**src/rtl/led_arb_pkg.sv**
```systemverilog
// Shared definitions for the LED bank arbiter: FSM state encodings and a
// ceil-log2 helper that never returns less than one bit.
package led_arb_pkg;

  typedef enum logic [1:0] {
    ST_IDLE = 2'd0,
    ST_OWN  = 2'd1,
    ST_GAP  = 2'd2
  } arb_state_t;

  function automatic int clog2_min1(input int value);
    int width;
    width = $clog2(value);
    return (width < 1) ? 1 : width;
  endfunction

endpackage

```
**src/rtl/rr_pick.sv**
```systemverilog
// Combinational round-robin picker: first set request bit found searching
// upward from ptr+1, wrapping modulo NREQ with an explicit compare.
module rr_pick
  import led_arb_pkg::*;
#(
  parameter int NREQ = 2,
  parameter int PW   = clog2_min1(NREQ)
) (
  input  logic [NREQ-1:0] req,
  input  logic [PW-1:0]   ptr,
  output logic            valid,
  output logic [PW-1:0]   idx
);

  int w_pos;

  always_comb begin
    valid = 1'b0;
    idx   = '0;
    w_pos = 0;
    for (int off = 1; off <= NREQ; off++) begin
      w_pos = int'(ptr) + off;
      if (w_pos >= NREQ) w_pos = w_pos - NREQ;
      for (int i = 0; i < NREQ; i++) begin
        if (!valid && (i == w_pos) && req[i]) begin
          valid = 1'b1;
          idx   = PW'(i);
        end
      end
    end
  end

endmodule

```
**src/rtl/led_share_arbiter.sv**
```systemverilog
// Time-slices the LED bank between requesters: round-robin owner selection,
// minimum dwell before preemption, and a one-cycle idle blank between owners.
module led_share_arbiter
  import led_arb_pkg::*;
#(
  parameter int               NREQ         = 2,
  parameter int               LED_W        = 4,
  parameter int               DWELL_CYCLES = 1048576,
  parameter logic [LED_W-1:0] IDLE_PATTERN = '0
) (
  input  logic                  clk,
  input  logic                  reset,
  input  logic [NREQ-1:0]       req,
  input  logic [NREQ*LED_W-1:0] pattern,
  output logic [NREQ-1:0]       grant,
  output logic [LED_W-1:0]      led,
  output logic                  busy
);

  localparam int PW = clog2_min1(NREQ);
  localparam int DW = clog2_min1(DWELL_CYCLES);

  arb_state_t        r_state, w_nxt_state;
  logic [NREQ-1:0]   r_grant, w_nxt_grant;
  logic [LED_W-1:0]  r_led, w_nxt_led;
  logic              r_busy;
  logic [PW-1:0]     r_ptr, w_nxt_ptr;
  logic [DW-1:0]     r_dwell, w_nxt_dwell;

  logic              w_pick_vld;
  logic [PW-1:0]     w_pick_idx;
  logic [NREQ-1:0]   w_pick_oh;
  logic [LED_W-1:0]  w_own_pat;
  logic              w_own_req;
  logic              w_other_req;

  rr_pick #(.NREQ(NREQ), .PW(PW)) u_pick (
    .req   (req),
    .ptr   (r_ptr),
    .valid (w_pick_vld),
    .idx   (w_pick_idx)
  );

  assign w_pick_oh   = NREQ'(1) << w_pick_idx;
  assign w_own_req   = |(req & r_grant);
  assign w_other_req = |(req & ~r_grant);

  // r_grant is one-hot while owning, so it selects the owner's pattern slice.
  always_comb begin
    w_own_pat = IDLE_PATTERN;
    for (int i = 0; i < NREQ; i++) begin
      if (r_grant[i]) w_own_pat = pattern[i*LED_W +: LED_W];
    end
  end

  always_comb begin
    w_nxt_state = r_state;
    w_nxt_grant = '0;
    w_nxt_led   = IDLE_PATTERN;
    w_nxt_ptr   = r_ptr;
    w_nxt_dwell = r_dwell;
    case (r_state)
      ST_OWN: begin
        if (!w_own_req) begin
          w_nxt_state = w_other_req ? ST_GAP : ST_IDLE;
        end else if ((r_dwell == '0) && w_other_req) begin
          w_nxt_state = ST_GAP;
        end else begin
          w_nxt_grant = r_grant;
          w_nxt_led   = w_own_pat;
          if (r_dwell != '0) w_nxt_dwell = r_dwell - DW'(1);
        end
      end
      default: begin
        // IDLE and GAP share the pick; GAP falls back to IDLE when nobody asks.
        if (w_pick_vld) begin
          w_nxt_state = ST_OWN;
          w_nxt_grant = w_pick_oh;
          w_nxt_ptr   = w_pick_idx;
          w_nxt_dwell = DW'(DWELL_CYCLES - 1);
        end else begin
          w_nxt_state = ST_IDLE;
        end
      end
    endcase
  end

  always_ff @(posedge clk) begin
    if (reset) begin
      r_state <= ST_IDLE;
      r_grant <= '0;
      r_led   <= IDLE_PATTERN;
      r_busy  <= 1'b0;
      r_ptr   <= PW'(NREQ - 1);
      r_dwell <= '0;
    end else begin
      r_state <= w_nxt_state;
      r_grant <= w_nxt_grant;
      r_led   <= w_nxt_led;
      r_busy  <= (w_nxt_state != ST_IDLE);
      r_ptr   <= w_nxt_ptr;
      r_dwell <= w_nxt_dwell;
    end
  end

  assign grant = r_grant;
  assign led   = r_led;
  assign busy  = r_busy;

endmodule

```
**config.mk**
```make
export PLATFORM = sky130hd
export DESIGN_NAME = led_share_arbiter
export DESIGN_NICKNAME = d
export VERILOG_FILES = /design/src/rtl/led_arb_pkg.sv /design/src/rtl/rr_pick.sv /design/src/rtl/led_share_arbiter.sv
export SDC_FILE = /design/constraint.sdc
export NUM_CORES = 1
export LEC_CHECK = 0
export CORE_MARGIN = 2
export CORE_UTILIZATION = 59
export CTS_CLUSTER_SIZE = 25
export DETAILED_ROUTE_END_ITERATION = 16
export GPL_TIMING_DRIVEN = 0
export PLACE_DENSITY = 0.84
export SYNTH_ARGS = -nofsm -noshare
export SYNTH_HDL_FRONTEND = slang
export SYNTH_SLANG_ARGS = --single-unit
```
**constraint.sdc**
```tcl
create_clock -name clk -period 3.7 [get_ports clk]
set_clock_uncertainty 0.15 [all_clocks]
set_input_delay 0.74 -clock clk [delete_from_list [all_inputs] [get_ports clk]]
set_output_delay 0.74 -clock clk [all_outputs]
set_load 0.05 [all_outputs]
```
==> reports/results.tsv <==
metric	value	unit
numCtsBuffers	5	
crit_buf_inv	1	
worst_pin_slew	804	ps
grt_max_degree	11	
power_density	446	nW/um^2
postCtsSetupBuffers	0	
cts.htree.levels	2	
post_cts_resized	0	
yosysWarnings	0	
grt_overflow	0	
crit_arrival	1630	ps
path_cells	clkdlybuf4s50_1	
syn2layout_area_growth	17.7	%
peakVddDrop	0.404	mV
avgSynthCellArea	8.80	sq um
seq_area_frac_synth	38.1	%
worstPathMaxFanout	6	
dieArea	3100	sq um
setup_tns	0	ps
grtUsageTotal	26.4	%
power	0.826	mW
setup_viol	0	
diodes	0	
layout_min_cycle_time	2520	ps
grt_pass1_wl	6.53	mm
grt_antenna_before_repair	0	
ys_seq_elements	30	
drt_wl_total	3.79	mm
ant_nets	0	
io_pins	19	
leakagePower	0.643	nW
finalHoldViolCount	0	
cts_root_buffer	clkbuf_4	
fin_crit_sh	68.1	%
fill_cells	173	
synth_nets	192	
drive_above_1_share	9.41	%
portBuffers	16	
critPathMaxStageDelay	840	ps
path_clk_slew	100	ps
synthesis.area	1580	sq um
synth-main-ff-cell	dfxtp_1	
initialDrtViolationCount	82	
slowest_stage	clkdlybuf4s50_1	
fmax	397	MHz
synth_cells	179	
start_kind	flop	
synth_cell_type_count	49	
final_common_cell	dfxtp_1	
worstSetupPathType	flop to output port	
hold_buffers	0	
slew_viol_final	0	
cts_sinks	30	
die_w	55.7	um
clockBufferDepth	2	
hpwlAfterDp	2.68	mm
rsz0062_at_grt	false	
critPathRequiredTime	2810	ps
cap_violations	0	
status	finished, final reports clean	
cts_tree	yes	
place.gp.congestion	0.885	
wire_per_inst	16.3	um
synth_edf_count	0	
drtPass1Iterations	4	
vias	1524	
worstSetupEndpointType	output port	
insertion_delay	340	ps
start_util	63.0	%
relSlewSlack	45.9	%
core_area	2500	sq um
row_count	18	
die_y	55.7	um
first_global_vias	1458	
final_cell_mix	dfxtp_1, nor2_1, clkdlybuf4s50_1, a21oi_1	
seq_area	601	sq um
design.final.nets	215	
synthArstFlopShare	0	%
drc	0	
multi_input_area	903	sq um
drt-vias-per-instance	6.57	
crit_family	buffers and inverters	
hold_class	flop to flop	
## flip-flops by register name, summed over array words and instances (netlist names)
signal / flops
r_state: 2
busy: 1
led: 4
r_dwell: 20
r_ptr: 1
grant: 2
## stage by stage
| stage | setup WS [ps] | hold slack [ps] | util [%] | std cells | cell area (sq um) |
|---|---|---|---|---|---|
| floorplan | 1360 | 294 | - | 179 | 1580 |
| global placement | 1140 | 305 | 70.9 | 225 | 1770 |
| detailed placement | 1070 | 321 | 70.9 | 225 | 1770 |
| CTS | 1190 | 332 | 74.2 | 232 | 1850 |
| global route | 1030 | 371 | 74.2 | 232 | 1850 |
| finish | 1180 | 335 | 74.2 | 232 | 1850 |
## synthesized netlist by cell type (all sizes together) (2+ instances only)
cell type   n  area share, %
a22oi       4            1.9
or4         6            2.9
o31ai       8            3.8
o21ai       4            1.3
o311a       2            1.3
dfxtp      30             38
o22ai       2            1.2
nor3        5            1.9
o2111ai     5            2.8
o21a        2           0.95
inv         5            1.2
nand2      10            2.4
nor2b       2           0.79
nand3       3           0.95
nor3b       3            1.4
o211ai      6            3.2
nand2b      2           0.79
nor4        2            1.7
a31oi      10            4.0
a21oi      11            3.5
buf         4            1.7
or3         6            2.7
nand4       3            1.2
clkbuf      6            1.4
xor2        6            3.3
nor2       16            3.8
xnor2       2            1.1
## cells by family after synthesis
group | after synthesis | synth area share (%)
and+or+nand+nor | 62 | 23.4
adders and majority gates | 1 | 0.794
xor gates and xnor gates | 8 | 4.45
buffers and inverters | 16 | 4.53
DFF | 30 | 38.1
AOI/OAI and AO/OA | 62 | 28.7
## area by class of cell
type	instances	area share, %
multi-input cells	133	48.7
flip-flops and latches	30	32.4
repair buffers	16	8.64
clock buffers	6	2.77
plain buffers	10	2.63
well taps	30	2.02
clock inverters	1	1.62
inverters	6	1.21
## path summary, 6_finish.rpt
| kind | startpoint | endpoint | slack [ps] | depth (start not counted) |
|---|---|---|---|---|
| setup reg to reg | r_dwell[2] | r_dwell[5] | 1210 | 6 |
| hold / removal | r_dwell[7] | r_dwell[7] | 330 | 1 |
| setup / recovery | grant[0] | grant[0] | 1180 | 1 |
| hold reg to reg | r_dwell[7] | r_dwell[7] | 330 | 1 |
## power breakdown
part           internal, mW  leakage [nW]  switching, mW
combinational        0.0678         0.348         0.0976
sequential            0.352         0.250         0.0352
clock                 0.157        0.0443          0.116
## per-layer routing
metal,routed length [um],global-route usage [%]
met2,1830,44.7
met1,1600,31.3
met4,86,12.9
met3,267,5.81
met5,0,0
(Power assumes the default switching activity.)
